File: src/rtl/exec_pkg.sv
// Shared definitions for the parametrised execution unit: op encodings,
// flag bit positions and sequencer states.
package exec_pkg;

   localparam logic [3:0] OP_ADD = 4'h0;
   localparam logic [3:0] OP_SUB = 4'h1;
   localparam logic [3:0] OP_AND = 4'h2;
   localparam logic [3:0] OP_OR  = 4'h3;
   localparam logic [3:0] OP_SHL = 4'h4;
   localparam logic [3:0] OP_SHR = 4'h5;
   localparam logic [3:0] OP_CMP = 4'h6;
   localparam logic [3:0] OP_DEC = 4'h7;
   localparam logic [3:0] OP_MOV = 4'h8;
   localparam logic [3:0] OP_INC = 4'h9;
   localparam logic [3:0] OP_LDI = 4'hA;
   localparam logic [3:0] OP_XOR = 4'hB;

   localparam int unsigned FLG_Z = 0;
   localparam int unsigned FLG_G = 1;
   localparam int unsigned FLG_S = 2;
   localparam int unsigned FLG_C = 3;

   typedef enum logic [1:0] {
      StIdle,
      StFetch,
      StExec,
      StWb
   } state_t;

endpackage

File: src/rtl/exec_alu.sv
// Combinational ALU: computes the width-extended result and says which flags
// and which destinations the op is allowed to update.
module exec_alu
   import exec_pkg::*;
#(
   parameter int unsigned WIDTH = 8
) (
   input  logic [3:0]       op,
   input  logic [WIDTH-1:0] a,
   input  logic [WIDTH-1:0] b,
   input  logic [WIDTH-1:0] imm,
   output logic [WIDTH:0]   res,
   output logic [3:0]       flag_we,
   output logic             s_val,
   output logic             g_val,
   output logic             reg_we,
   output logic             res_we
);

   localparam logic [WIDTH:0] ONE = {{WIDTH{1'b0}}, 1'b1};

   logic [WIDTH:0] ax;
   logic [WIDTH:0] bx;

   assign ax = {1'b0, a};
   assign bx = {1'b0, b};

   always_comb begin
      res     = '0;
      flag_we = '0;
      s_val   = 1'b0;
      g_val   = 1'b0;
      reg_we  = 1'b1;
      res_we  = 1'b1;
      case (op)
         OP_ADD: begin
            res            = ax + bx;
            flag_we[FLG_C] = 1'b1;
         end
         OP_SUB: begin
            res            = ax - bx;
            flag_we[FLG_C] = 1'b1;
         end
         OP_AND: res = {1'b0, a & b};
         OP_OR:  res = {1'b0, a | b};
         OP_XOR: res = {1'b0, a ^ b};
         OP_SHL: begin
            res            = {a, 1'b0};
            s_val          = a[WIDTH-1];
            flag_we[FLG_S] = 1'b1;
         end
         OP_SHR: begin
            res            = {2'b00, a[WIDTH-1:1]};
            s_val          = a[0];
            flag_we[FLG_S] = 1'b1;
         end
         OP_CMP: begin
            // Low bits of a-b are zero exactly when a == b, so Z falls out below.
            res            = ax - bx;
            g_val          = (a > b);
            flag_we[FLG_G] = 1'b1;
            reg_we         = 1'b0;
         end
         OP_DEC: begin
            res            = ax - ONE;
            flag_we[FLG_C] = 1'b1;
         end
         OP_INC: begin
            res            = ax + ONE;
            flag_we[FLG_C] = 1'b1;
         end
         OP_MOV: res = ax;
         OP_LDI: res = {1'b0, imm};
         default: begin
            reg_we = 1'b0;
            res_we = 1'b0;
         end
      endcase
      flag_we[FLG_Z] = res_we;
   end

endmodule

File: src/rtl/param_exec_unit.sv
// Register file plus ALU driven by a four-state start/done sequencer; operands
// are latched in FETCH and result, flags and register write land together.
module param_exec_unit
   import exec_pkg::*;
#(
   parameter int unsigned WIDTH  = 8,
   parameter int unsigned NREGS  = 8,
   parameter int unsigned ADDR_W = 3
) (
   input  logic              clock,
   input  logic              reset,
   input  logic              start,
   input  logic [3:0]        op,
   input  logic [ADDR_W-1:0] src_a,
   input  logic [ADDR_W-1:0] src_b,
   input  logic [ADDR_W-1:0] dst,
   input  logic [WIDTH-1:0]  imm,
   output logic              busy,
   output logic              done,
   output logic [WIDTH-1:0]  result,
   output logic [3:0]        flags,
   input  logic [ADDR_W-1:0] rd_addr,
   output logic [WIDTH-1:0]  rd_data
);

   localparam int unsigned NSLOTS = 1 << ADDR_W;

   state_t state_q, state_d;

   logic [3:0]        op_q;
   logic [ADDR_W-1:0] dst_q;
   logic [WIDTH-1:0]  imm_q;
   logic [WIDTH-1:0]  opa_q;
   logic [WIDTH-1:0]  opb_q;
   logic [WIDTH:0]    res_q;
   logic [3:0]        fwe_q;
   logic              s_q;
   logic              g_q;
   logic              reg_we_q;
   logic              res_we_q;
   logic [WIDTH-1:0]  result_q;
   logic [3:0]        flags_q;
   logic              done_q;
   logic [WIDTH-1:0]  regs_q [NREGS];

   logic [WIDTH-1:0]  rd_ext [NSLOTS];
   logic [WIDTH:0]    alu_res;
   logic [3:0]        alu_flag_we;
   logic              alu_s_val;
   logic              alu_g_val;
   logic              alu_reg_we;
   logic              alu_res_we;
   logic              wr_en;
   logic [3:0]        flags_new;

   // Pad the file out to the full address space so unpopulated slots read 0.
   for (genvar g = 0; g < NSLOTS; g++) begin : g_rd
      if (g < NREGS) begin : g_pop
         assign rd_ext[g] = regs_q[g];
      end else begin : g_empty
         assign rd_ext[g] = '0;
      end
   end

   assign rd_data = rd_ext[rd_addr];
   assign busy    = (state_q != StIdle);
   assign done    = done_q;
   assign result  = result_q;
   assign flags   = flags_q;
   assign wr_en   = (state_q == StWb) && reg_we_q;

   exec_alu #(
      .WIDTH (WIDTH)
   ) u_alu (
      .op      (op_q),
      .a       (opa_q),
      .b       (opb_q),
      .imm     (imm_q),
      .res     (alu_res),
      .flag_we (alu_flag_we),
      .s_val   (alu_s_val),
      .g_val   (alu_g_val),
      .reg_we  (alu_reg_we),
      .res_we  (alu_res_we)
   );

   always_comb begin
      state_d = state_q;
      unique case (state_q)
         StIdle:  if (start) state_d = StFetch;
         StFetch: state_d = StExec;
         StExec:  state_d = StWb;
         StWb:    state_d = StIdle;
         default: state_d = StIdle;
      endcase
   end

   always_comb begin
      flags_new        = flags_q;
      if (fwe_q[FLG_C]) flags_new[FLG_C] = res_q[WIDTH];
      if (fwe_q[FLG_S]) flags_new[FLG_S] = s_q;
      if (fwe_q[FLG_G]) flags_new[FLG_G] = g_q;
      if (fwe_q[FLG_Z]) flags_new[FLG_Z] = (res_q[WIDTH-1:0] == '0);
   end

   always_ff @(posedge clock or posedge reset) begin
      if (reset) begin
         state_q <= StIdle;
      end else begin
         state_q <= state_d;
      end
   end

   always_ff @(posedge clock or posedge reset) begin
      if (reset) begin
         op_q     <= '0;
         dst_q    <= '0;
         imm_q    <= '0;
         opa_q    <= '0;
         opb_q    <= '0;
         res_q    <= '0;
         fwe_q    <= '0;
         s_q      <= 1'b0;
         g_q      <= 1'b0;
         reg_we_q <= 1'b0;
         res_we_q <= 1'b0;
         result_q <= '0;
         flags_q  <= '0;
         done_q   <= 1'b0;
      end else begin
         done_q <= (state_q == StWb);
         unique case (state_q)
            StIdle: begin
               if (start) begin
                  op_q  <= op;
                  dst_q <= dst;
                  imm_q <= imm;
               end
            end
            StFetch: begin
               opa_q <= rd_ext[src_a];
               opb_q <= rd_ext[src_b];
            end
            StExec: begin
               res_q    <= alu_res;
               fwe_q    <= alu_flag_we;
               s_q      <= alu_s_val;
               g_q      <= alu_g_val;
               reg_we_q <= alu_reg_we;
               res_we_q <= alu_res_we;
            end
            StWb: begin
               if (res_we_q) result_q <= res_q[WIDTH-1:0];
               flags_q <= flags_new;
            end
            default: ;
         endcase
      end
   end

   // Destinations beyond NREGS match no entry, so the write is dropped.
   always_ff @(posedge clock or posedge reset) begin
      if (reset) begin
         for (int i = 0; i < NREGS; i++) regs_q[i] <= '0;
      end else if (wr_en) begin
         for (int i = 0; i < NREGS; i++) begin
            if (dst_q == ADDR_W'(i)) regs_q[i] <= res_q[WIDTH-1:0];
         end
      end
   end

endmodule

File: config.mk
export PLATFORM = sky130hd
export DESIGN_NAME = param_exec_unit
export DESIGN_NICKNAME = d
export VERILOG_FILES = /design/src/rtl/exec_pkg.sv /design/src/rtl/exec_alu.sv /design/src/rtl/param_exec_unit.sv
export SDC_FILE = /design/constraint.sdc
export NUM_CORES = 1
export LEC_CHECK = 0
export CORE_MARGIN = 8
export CORE_UTILIZATION = 31
export DETAILED_ROUTE_END_ITERATION = 10
export GPL_ROUTABILITY_DRIVEN = 0
export GPL_TIMING_DRIVEN = 0
export PLACE_DENSITY = 0.57
export SLEW_MARGIN = 10
export SYNTH_ARGS = -nofsm -noshare
export SYNTH_HDL_FRONTEND = slang
export SYNTH_SLANG_ARGS = --single-unit
export TNS_END_PERCENT = 20
File: constraint.sdc
create_clock -name clock -period 7.6 [get_ports clock]
set_clock_uncertainty 0.2 [all_clocks]
set_input_delay 1.52 -clock clock [delete_from_list [all_inputs] [get_ports clock]]
set_output_delay 1.52 -clock clock [all_outputs]
set_load 0.005 [all_outputs]
==> results of run 1 <==
-- routing by layer --
| metal | up-vias | global-route usage, % | routed length (um) |
|---|---|---|---|
| li1 | 2632 | - | - |
| met1 | 2974 | 20.6 | 10500 |
| met2 | 175 | 22.3 | 10300 |
| met3 | 32 | 2.52 | 1080 |
| met4 | 0 | 5.79 | 476 |
| met5 | - | 0 | 0 |
-- per-stage QoR --
stage / util (%) / cells
after global placement: 34.8 / 1051
after floorplan: - / 682
after detailed placement: 34.9 / 1052
after CTS: 37.3 / 1083
after global routing: 37.3 / 1083
final: 37.3 / 1083
-- Yosys cell counts (5+ instances only) --
master	number	share of area, %
dfrtp_1	126	40
mux2_2	77	11
mux4_2	49	14
nand2_1	48	2.3
nor2_1	43	2.0
ha_1	38	6.0
a21oi_1	33	2.1
inv_1	32	1.5
clkbuf_1	29	1.4
mux2i_1	26	3.3
mux2_1	24	3.4
o21ai_0	23	1.4
buf_2	11	0.69
xnor2_1	10	1.1
a31oi_1	7	0.55
nor3_1	7	0.44
o22ai_1	7	0.55
a22oi_1	6	0.57
a211oi_1	5	0.47
buf_1	5	0.24
nand2b_1	5	0.39
nand3_1	5	0.31
o21ai_1	5	0.31
o21bai_1	5	0.47
-- registers in the layout (all words and copies together) (netlist names) --
name      flops
opb_q         8
state_q       2
reg_we_q      1
dst_q         3
fwe_q         4
flags         4
imm_q         8
op_q          4
g_q           1
done          1
rd_ext       64
s_q           1
opa_q         8
res_q         9
result        8
-- power breakdown --
part	leakage, nW	switching [mW]	internal [mW]
Sequential	1.62	0.296	0.961
Combinational	2.17	1.19	1.05
Clock	0.290	0.313	0.510
-- cell usage in the layout (no fill, tap or decap), types with 26 or more instances in the layout --
cell type        instances
mux4_2                  49
clkbuf_1                29
nand2_1                 48
mux2i_1                 26
dfrtp_1                126
inv_1                   31
nor2_1                  43
a21oi_1                 33
ha_1                    38
clkdlybuf4s50_1         39
mux2_2                  77
-- worst max-delay path, cell delays in order --
cell and delay [ps]:
clkbuf_1 500, clkbuf_1 670, mux4_2 430, mux2_2 300, clkdlybuf4s50_1 470
-- cell families (layout without fill, tap and decap cells) --
logic type      count (synthesis)  count (layout)  synth area share, %
compound gates                116             116                 9.16
flops                         126             126                 39.6
xor+xnor                       12              12                 1.32
simple gates                  134             134                 8.19
buf+inv                        78             149                 3.85
mux                           176             176                 31.4
fa+ha+maj                      40              40                 6.47
-- area by class of cell --
class                           count  area share (%)
Timing Repair Buffer               40            4.45
Inverter                           33            1.37
Tap cell                          330            4.40
Buffer                             45            1.94
Clock buffer                       20            4.97
Clock inverter                     11            1.37
Multi-Input combinational cell    478            47.9
Sequential cell                   126            33.6
-- worst min path at each step --
stage	start	endpoint	slack, ps	depth (start not counted)
2_1_floorplan	s_q	s_q	250	2
3_3_place_gp	flags[0]	flags[0]	290	2
3_5_place_dp	result[7]	result[7]	300	1
4_1_cts	flags[0]	flags[0]	310	2
5_1_grt	result[2]	result[2]	330	1
6_report	flags[0]	flags[0]	300	2
==> impl_summary.md, run 1 <==
Run status
The flow ran to the end, and the final reports show no timing, DRC or antenna violations.

Logic synthesis
The dominant register cell in the synthesized netlist is dfrtp_1. A synthesized cell averages between 10 and 15 um2. The cell count after synthesis came out at 682. In the synthesized netlist the async set-or-reset flop fraction comes to 100%. The mapped netlist covers around 8000 um2. The number of nets handed over by synthesis was 749.

The number of library cell types mapped by synthesis is 53. During synthesis, Yosys emitted a total of 0 warnings. The sequential cell area fraction in the yosys report is 39.6%. The number of synthesized flops with an enable pin is 0. The number of synthesized register bits is about 130.

Worst setup path
The worst setup path startpoint is rd_addr[1]. The length in cells of the worst reg-to-reg path is 12. STA classifies the critical path endpoint as an output port. The required time reported for the critical path endpoint is ~5900 ps. STA puts the critical path data arrival time at between 3000 and 4000 ps. The endpoint of the lowest-slack register-to-register path is res_q[1]. The reg-to-reg setup timing slack is 3750 ps. The worst-path maximum fanout is 10.

STA classifies the critical path startpoint as a primary input. The critical path is of the in -> out type. The critical path capture point is rd_data[2].

In this run the critical register-to-register path is launched from op_q[0].

Routing
The DRC violation count after routing is 0. In this run, the number of DRC markers left after iteration 0 of detailed routing was 433. The count of antenna-violating nets left after detailed routing is 0.

The routed design has 22.3 mm of wire. In the routed layout, each cell is associated on average with a via count of 5.37. The detailed router placed between 5,000 and 6,000 vias in this run. The number of iterations in the first detailed-routing pass is 4. The detailed-route wire length per cell is 20.6 um.

Clock tree
Once the clock tree was built, the setup fixing pass inserted 0 buffers. The clock drives 126 sinks. The library cell used as clock root buffer is clkbuf_16. In this run the deepest clock path goes through 2 buffers. TritonCTS built the clock tree. The number of buffers created by CTS is 17.

The clock latency of the later-clocked register in the worst-skew pair is 420 ps. Once the clock tree was built, the resizer swapped 0 gates to a different size. The clock-pin slew reported for the worst setup and hold paths after clock tree synthesis is approximately 60 ps.

The H-tree was split into 4 levels. Hold repair after CTS inserted 0 buffers.

Power and ir drop
The static leakage is roughly 4 nW. The completed layout was analyzed and its total power is between 4 and 5 mW. The worst-case IR drop observed on VDD is 0.197 mV. The power density over the cells is approximately 460 nW/um2.

Timing
The final number of hold-violating endpoints is 0. Setup repair after global routing left no endpoint under its margin. At the pin with the least slew margin, the transition time is ~1100 ps. Setup slack closes at 1970 ps. The final period demand of the worst path is 5630 ps. After layout, the worst path uses 74.1% of the clock period. Setup total negative slack on the finished layout was measured at 0 ps. The final number of setup-violating endpoints is 0. Static timing analysis puts the maximum clock frequency at about 180 MHz.

The headroom to the max-slew limit is 24.0%. The max-slew violation count is 0. On the final layout, the worst hold slack is 305 ps.

Die
The area of the core region is 25,200 um2. The initial core utilization is 31.6%. The die width is roughly 180 um. The floorplan has 58 rows.

The boundary pin count is 49. The die is 176 um tall. The total die area is 31,100 um2.

Final layout
After routing the design area is 9390 um2. Summing all flip-flop and latch instances after layout gives 3150 um2. Counting the fill cells in the layout gives 2,453. The number of antenna diodes in the final layout is 0. After the last flow step, the layout net total stands at around 810.

The area growth from synthesis to layout is 18.0%. In the final layout, the multi-input gates occupy about 4500 um2. The proportion of layout cells with a drive suffix above 1 is 23.4%.

Placed design
During placement, the flow inserted port buffers numbering 39. Before CTS, the worst setup slack after placement is 1950 ps. In this run the cell area measured after placement is between 8000 and 9000 um2. The HPWL reported at the end of detailed placement is 15.7 mm.

Global route
The number of antenna violations at the first check in global routing was 0. The total global-route track usage is between 10% and 20%. The residual overflow from global routing is 0. The maximum number of pins on one net before global-route repair is 87. The via count of the first global-routing pass was 5,884. The first global-routing pass estimated 34.9 mm of wire.

Run
Max-cap violations in this run came to 0.

Worst hold path
The type of the most critical hold path is reg -> reg.
(Power assumes the default switching activity.)
==> run 2, diff against run 1 <==
Settings changed: PLACE_DENSITY 0.57 to 0.59.
Clock period 7.6 ns to 4.7 ns, I/O delays scaled along.
==> impl_summary.md, run 2 (synthesized netlist as in run 1, its figures left out) <==
Run status
The flow ran to the end, and the final reports show no timing, DRC or antenna violations.

Clock tree
Buffers inserted during clock tree synthesis total 17. In this run the number of H-tree levels came out at 4. Counting every sink on the clock net gives 126.

Hold repair after CTS inserted 0 buffers. Clock latency on the worst-skew pair, taken at its later pin, is between 400 and 500 ps. Buffers added to address setup during post-CTS repair amount to 0. TritonCTS built the clock tree. The number of buffers on the longest clock path is 2. The library cell used as clock root buffer is clkbuf_16.

After clock tree synthesis, the clock-pin slew on the worst setup and hold paths is roughly 60 ps. The number of resized instances in the post-cts repair step is 0.

Power and ir drop
IR analysis of the VDD net gives a maximum drop of roughly 0.31 mV. In this run the power density over the cells is 744 nW/um2. The static leakage is 4.08 nW. The power after layout is between 7 and 8 mW.

Timing
Setup violations remaining at the end of the flow were counted as 0. Setup repair after global routing left no endpoint under its margin. Dividing the final minimum period by the clock period gives between 90% and 100%. The final period demand of the worst path is 4390 ps. The final-layout setup total negative slack is 0 ps. The final number of hold-violating endpoints is 0. The max-slew violation count is 0. The headroom to the max-slew limit is 22.5%. For this run, the top clock speed supported by timing is between 200 and 250 MHz.

The setup slack after layout is 314 ps. Hold is met by 297 ps. At the pin with the least slew margin, the transition time is about 1200 ps.

Worst setup path
The endpoint of the lowest-slack register-to-register path is res_q[1]. In this run the critical register-to-register path is launched from op_q[0]. The critical path capture point is rd_data[2].

The type of the setup path with the least slack is in -> out. The worst setup path startpoint is rd_addr[1]. The startpoint kind of the worst setup timing path is a primary input. The category of the worst setup path capture point is an output port.

The reg-to-reg setup timing slack is 930 ps. At the worst endpoint, the required time is 3560 ps. The length in cells of the worst reg-to-reg path is 12. Data arrives at the worst endpoint at 3250 ps. The worst-path maximum fanout is 10.

Placed design
The worst slack at placement is about 300 ps. The HPWL after detailed placement is around 16 mm. The number of port buffers is 39. The placed cell area is 8800 um2. The number of placed instances, taps included is 1,052.

Die
Measured along the x axis, the die boundary spans between 150 and 200 um. The total die area is 31,100 um2. The initial utilization of the core area, before any placement, comes to 31.6%.

Pin placement for this block handled 49 I/O pins. The die span in y is around 180 um. The floorplan has 58 rows. The core region is 25,200 um2.

Worst hold path
The type of the most critical hold path is reg -> reg. In this run the most critical hold path is launched from flags[0].

Routing
The number of iterations in the first detailed-routing pass is 5. The count of antenna-violating nets left after detailed routing is 0. After detailed routing, the number of vias per cell comes to 5.40.

The total vias in the final route is 5,858. The detailed-route wire length per cell is 20.3 um. The DRC violation count after routing is 0. The post-detailed-routing wire length is around 22 mm. The iteration-0 DRC count of the detailed router is ~570.

Final layout
The utilization after layout is between 30 and 40%. The post-route non-filler standard cell count is 1,084. The repair_antennas step left the layout with diodes totalling 0. The proportion of layout cells with a drive suffix above 1 is roughly a quarter.

The number of nets at the end of the flow is 808. The library cell used most frequently in the layout, excluding fill and tap cells, is dfrtp_1. The filler cells instantiated in the layout total 2,437. The area growth from synthesis to layout is 18.1%. Leaving out fill and tap cells, the most frequent cells in the layout are dfrtp_1 (126), mux2_2 (77), mux4_2 (49).

The register with the most flip-flops in the layout has 64 of them. After routing the design area is 9400 um2.

Global route
The via count of the first global-routing pass was about 5,900. The residual overflow from global routing is 0. The number of antenna violations at the first check in global routing is 0. In the global route stage, overall resource usage came out at 14.5%. Entering global routing, the biggest net connects between 60 and 70 pins. The first global-routing pass estimated around 35 mm of wire.

Run
The max-capacitance violation count is 0.
[run 2: cell count changes in the layout (fill, tap and decap cells not counted)]
cell / delta
clkinv_2: -1
clkinvlp_4: +1
inv_6: +1
inv_8: +1
clkbuf_8: -1
[run 2: how the worst min path moves through the flow]
stage,cells past startpoint,end,slack [ps]
after floorplan,2,s_q,250
after global placement,2,flags[0],280
after detailed placement,2,flags[0],290
after CTS,2,flags[0],310
after global routing,1,flags[2],320
final,2,flags[0],300
[run 2: power breakdown]
group / internal (mW) / leakage, nW / switching (mW) / total [mW]
logic: 1.69 / 2.17 / 1.92 / 3.61
registers: 1.55 / 1.62 / 0.490 / 2.04
clock network: 0.821 / 0.289 / 0.523 / 1.34
[run 2: routing by layer]
| layer | global-route usage [%] | wire [um] | vias to the layer above |
|---|---|---|---|
| li1 | - | - | 2636 |
| met1 | 20.2 | 10200 | 2962 |
| met2 | 22.4 | 10100 | 229 |
| met3 | 2.86 | 1200 | 31 |
| met4 | 4.52 | 456 | 0 |
| met5 | 0 | 0 | - |
[run 2: area by class of cell]
type / instances / area, um2 / area share, %
sequential: 126 / 3150 / 33.5
inverter: 33 / 129 / 1.37
timing repair buffer: 40 / 418 / 4.44
multi-input combinational: 478 / 4500 / 47.9
tap: 330 / 413 / 4.39
clock buffer: 19 / 453 / 4.82
clock inverter: 13 / 151 / 1.61
buffer: 45 / 183 / 1.94
[run 2: worst max-delay path, cell delays in order]
cell and delay, ps:
clkbuf_1 480, clkbuf_1 630, mux4_2 420, mux2_2 310, clkdlybuf4s50_1 460
==> run 3, diff against run 2 <==
Settings changed: CTS_BUF_LIST set to sky130_fd_sc_hd__clkbuf_8, PLACE_DENSITY 0.59 to unset, PLACE_DENSITY_LB_ADDON set to 0.25.
==> impl_summary.md, run 3 (synthesized netlist as in run 1, its figures left out) <==
Global route
For met1 alone, demand over resource in global routing was 20.0%. The layer carrying the most global-route usage is met2. The maximum number of pins on one net before global-route repair is 67. The number of antenna violations at the first check in global routing is 0.

The via count of the first global-routing pass came to 5,971. The met2 capacity usage during global routing is 24.0%. Global routing used 14.9% of the available tracks. The residual overflow from global routing is 0. The global routing met3 resource utilization is 2.80%.

The first global-routing pass estimated 35.9 mm of wire.

Worst setup path
The worst setup path is of the in -> out kind. The worst setup path is captured at an output port. For the worst setup path, the data arrival time is 3240 ps.

The startpoint kind of the worst setup timing path is a primary input. In this run the worst path has a maximum fanout of 10. Data on the critical path is required at its endpoint by 3560 ps.

Routing
The total vias in the final route is 5,750. The post-detailed-routing wire length is 22.5 mm. The first detailed-routing pass ran for 4 iterations. The iteration-0 DRC count of the detailed router is 405.

The detailed-route wire length per cell is 20.8 um. In the routed design, unresolved DRC markers number 0. Once detail routing completed, the nets flagged for antenna violations numbered 0. The number of vias per cell is around 5.3.

Timing
The transition time of the tightest slew-check pin is around 1000 ps. The final number of hold-violating endpoints is 0. The headroom to the max-slew limit is 32.1%. Setup repair after global routing left no endpoint under its margin. The final period demand of the worst path is 4380 ps.

The final number of setup-violating endpoints is 0. Based on the critical path, the design can be clocked at up to 228 MHz. Once routing completed, OpenROAD measured the worst setup slack at approximately 320 ps. After layout, the worst path uses 93.2% of the clock period. The worst hold slack is 299 ps. The max-slew violation count is 0. The final-layout setup total negative slack is 0 ps.

Clock tree
The clock tree from TritonCTS is done. The post-CTS setup buffer count is 0. The number of clock buffers added by TritonCTS is 17. CTS placed an instance of clkbuf_8 at the clock tree root. The clock drives around 130 sinks. The clock tree synthesis step divided the H-tree into 4 levels.

The number of resized instances in the post-cts repair step is 0. The clock latency of the later-clocked register in the worst-skew pair is 450 ps. The number of buffers on the longest clock path is 2. In this run, post-CTS hold repair placed 0 buffers. After clock tree synthesis, the clock-pin slew on the worst setup and hold paths is 80 ps.

Die
The floorplan step set the die height to 176 um. The floorplan step defined a die boundary enclosing 31,100 um2. The number of cell rows is 58.

49 I/O pins were placed. The die width is 176 um. For this configuration, the core starts out at a cell density of 31.6%. The total area inside the core boundary comes to 25,200 um2.

Final layout
The top cell types in the final layout, fill and taps aside, are dfrtp_1 (126), mux2_2 (77), mux4_2 (49). Leaving out filler cells and counting taps, the final layout contains 1,084. The flip-flop count of the largest register, all copies and words added is 64. The number of antenna diodes in the final layout is 0. The post-route netlist has 23.3% of its cells at a drive strength greater than 1. After the last flow step, the layout net total stands at around 810.

The utilization after layout is 36.5%. Relative to the synthesized area, the layout overhead comes to 15.3%. Leaving out fill and tap cells, the most frequent cell in the layout is dfrtp_1.

Counting the fill cells in the layout gives 2,507. Summing all non-filler instances in the final layout gives an area of ~9200 um2.

Power and ir drop
The power density over the cells is slightly above 700 nW/um2. The total internal power is 3.68 mW. The largest voltage drop on the vdd net is between 0.2 and 0.25 mV. The share of total power dissipated in sequential elements is 30.8%. Summed over all cells, the static leakage comes to 3.98 nW. The switching share of total power is 44.3%. Summing internal, switching and leakage power gives roughly 6.6 mW. The clock network burns 14.0% of the power. The power share of the combinational group is between 50% and 60%. For this design the total switching power over the nets is 2.93 mW.

Placed design
OpenSTA, run right after detailed placement, puts the worst setup slack at ~280 ps. The count of buffers added on input and output ports is 39. The placed instances occupy a cell area of 8800 um2.

Counting tap cells, the placed design contains a total of 1,052 instances. The HPWL reported at the end of detailed placement is between 15 and 20 mm.

Worst hold path
The min-delay analysis places its worst path in the category reg -> reg.

Run status
The run finished with clean final reports.

Run
The max-capacitance violation count is 0.
run 3: cell types whose count changed in the layout (fill, tap and decap cells not counted):
cell,delta
inv_8,+1
clkbuf_8,+16
clkinv_2,+1
inv_6,-2
clkbuf_16,-17
inv_1,+1
bufinv_16,-1
clkinv_4,+2
clkinvlp_4,-1
run 3: final timing paths:
path                       startpoint    endpoint  slack, ps  cells after the start
setup reg to reg              op_q[0]    res_q[1]        890                     12
hold reg to reg              flags[0]    flags[0]        300                      2
setup / recovery           rd_addr[0]  rd_data[5]        320                      5
min in group asynchronous       reset   result[0]        740                      2
max in group asynchronous       reset   rd_ext[9]       2810                      3
hold / removal               flags[0]    flags[0]        300                      2
run 3: routing by layer:
| layer | up-vias | part of all wire, % |
|---|---|---|
| met1 | 2921 | 46 |
| met4 | 0 | 1.6 |
| li1 | 2644 | - |
| met3 | 23 | 4.6 |
| met5 | - | 0 |
| met2 | 162 | 48 |
run 3: power groups by stage:
stage,clock network (mW),registers (mW),logic [mW]
5_1_grt,0.995,2.12,4.02
2_1_floorplan,0,1.88,2.63
6_report,0.928,2.04,3.65
3_5_place_dp,0,2.06,3.63
4_1_cts,0.953,2.04,3.66
3_3_place_gp,0,2.04,3.62
run 3: area by class of cell:
type | count | area, um2 | share of cell area, %
multi-input combinational | 478 | 4500 | 49.1
sequential | 126 | 3150 | 34.3
timing repair buffer | 40 | 418 | 4.55
tap | 330 | 413 | 4.50
clock buffer | 18 | 248 | 2.70
buffer | 45 | 183 | 1.99
clock inverter | 14 | 134 | 1.46
inverter | 33 | 129 | 1.40
run 3: worst max-delay path: stages:
cell and delay (ps):
clkbuf_1 510, buf_2 440, mux4_2 580, mux2_2 300, clkdlybuf4s50_1 460
==> variant: new RTL, settings of run 3 <==
Put a register stage on the outputs `busy` and `rd_data`, with the module's reset. The values now appear one clock later. The other outputs are not delayed to match.
--- a/src/rtl/param_exec_unit.sv
+++ b/src/rtl/param_exec_unit.sv
@@ -63,6 +63,13 @@
    end
 
-   assign rd_data = rd_ext[rd_addr];
-   assign busy    = (state_q != StIdle);
+   always_ff @(posedge clock or posedge reset) begin
+      if (reset) begin
+         busy    <= '0;
+         rd_data <= '0;
+      end else begin
+         busy    <= (state_q != StIdle);
+         rd_data <= rd_ext[rd_addr];
+      end
+   end
    assign done    = done_q;
    assign result  = result_q;
Formal check against the unedited RTL: not equivalent (a bounded check fails within 4 cycles, from zero or initial values and one cycle with reset high).
==> variant against run 3 <==
Utilization shrank 0.092 points; critical path depth increased by 8; routed wire length down 1.2%; power increased by 2.5%; cell area up 2.9%; sequential cell count is 9 higher; maximum frequency grew 24%; via count down 0.97%; area after synthesis rose by 2.5%; setup slack improved by 0.84 ns.
==> variant: results (changes against run 3) <==
.. list-table::
   :header-rows: 1

   * - Metric
     - Value
   * - Fraction of the yosys area taken by sequential cells
     - 41.4% (was 39.6%)
   * - Clock tree buffer count of the final layout
     - 19 (was 18)
   * - Critical R2R Launch
     - op_q[3] (was op_q[0])
   * - Vias per std cell
     - 5.22 (was 5.30)
   * - Total Nets Final
     - 811 (was 808)
   * - Synth Net Count
     - 750 (was 749)
   * - Data arrival, critical path
     - 3.63 ns (was 3.24 ns)
   * - Via count of the first global-routing pass
     - 5791 (was 5971)
   * - Total number of multi-input combinational cells
     - 470 (was 478)
   * - GR Util met1
     - 19.7% (was 20.0%)
   * - Max rail drop VDD
     - 0.212 mV (was 0.244 mV)
   * - Total routing resource utilization after global routing
     - 14.6% (was 14.9%)
   * - Worst Setup End Kind
     - flip-flop (was primary output)
   * - Leading cell types by total area after synthesis
     - sky130_fd_sc_hd__dfrtp_1 41%, sky130_fd_sc_hd__mux2_2 14%, sky130_fd_sc_hd__mux4_2 14%, sky130_fd_sc_hd__ha_1 5.8%, sky130_fd_sc_hd__mux2i_1 2.7% (was sky130_fd_sc_hd__dfrtp_1 40%, sky130_fd_sc_hd__mux4_2 14%, sky130_fd_sc_hd__mux2_2 11%, sky130_fd_sc_hd__ha_1 6.0%, sky130_fd_sc_hd__mux2_1 3.4%)
   * - Number of distinct library cell variants in the gate-level netlist after synthesis
     - 57 (was 53)
   * - Number of clock sinks
     - 135 (was 126)
   * - Worst R2R Setup Slack
     - 1.16 ns (was 0.89 ns)
   * - Pin count of the biggest net entering global routing
     - 37 (was 67)
   * - Non-CTS buffers
     - 87 (was 85)
   * - Smallest hold slack
     - 0.293 ns (was 0.299 ns)
   * - Final core occ
     - 36.4% (was 36.5%)
   * - P_leak
     - 4.13 nW (was 3.98 nW)
   * - Estimated wirelength of the detail-placed design
     - 16200 um (was 16400 um)
   * - Source of the worst hold timing path
     - flags[2] (was flags[0])
   * - Avg WL per Cell
     - 20.4 um (was 20.8 um)
   * - Commonest cells in the synthesized netlist
     - 135 x sky130_fd_sc_hd__dfrtp_1, 100 x sky130_fd_sc_hd__mux2_2, 50 x sky130_fd_sc_hd__mux4_2 (was 126 x sky130_fd_sc_hd__dfrtp_1, 77 x sky130_fd_sc_hd__mux2_2, 49 x sky130_fd_sc_hd__mux4_2)
   * - Destination of the worst register-to-register timing path
     - res_q[6] (was res_q[1])
   * - Hold Path End
     - flags[2] (was flags[0])
   * - Final non-filler cell total
     - 1090 (was 1084)
   * - Status
     - complete, no violations (unchanged)
   * - Startpoint kind of the worst setup timing path
     - flip-flop (was input port)
==> variant: changes by cell type in the layout (fill, tap and decap cells not counted), moves of 5 or more <==
cell                              run 3  this run
sky130_fd_sc_hd__dfrtp_1            126       135
sky130_fd_sc_hd__nor2_2               0         6
sky130_fd_sc_hd__nand2_1             48        43
sky130_fd_sc_hd__mux2_1              24         0
sky130_fd_sc_hd__mux2_2              77       100
sky130_fd_sc_hd__clkbuf_1            29        19
==> variant: cell families after synthesis <==
logic type	share of synthesized area, %
mux	30.3
flops	41.4
simple gates	7.71
compound gates	8.87
buf+inv	4.17
fa+ha+maj	6.31
xor+xnor	1.29
==> variant: where the power goes <==
group	leakage, nW	internal [W]	switching [W]
registers	1.74	0.00166	0.000481
logic	2.19	0.00170	0.00191
clock network	0.200	0.000549	0.000481
total	4.13	0.00391	0.00288
==> variant: critical path, cell delays in order, from the launching register on <==
cell and delay, ns:
sky130_fd_sc_hd__dfrtp_1 0.47, sky130_fd_sc_hd__buf_2 0.32, sky130_fd_sc_hd__buf_2 0.30, sky130_fd_sc_hd__o21ai_0 0.13, sky130_fd_sc_hd__nand2_1 0.08, sky130_fd_sc_hd__nand2_1 0.06, sky130_fd_sc_hd__ha_1 0.24, sky130_fd_sc_hd__fa_1 0.46
sky130_fd_sc_hd__a211oi_1 0.25, sky130_fd_sc_hd__o21bai_1 0.11, sky130_fd_sc_hd__a21oi_1 0.19, sky130_fd_sc_hd__xor2_1 0.29, sky130_fd_sc_hd__a2bb2oi_1 0.17, sky130_fd_sc_hd__o21ai_0 0.12
==> variant: layer usage <==
metal | routed length [um] | vias up
met2 | 10700 | 141
li1 | - | 2624
met5 | 0 | -
met1 | 10400 | 2905
met3 | 743 | 24
met4 | 401 | 0
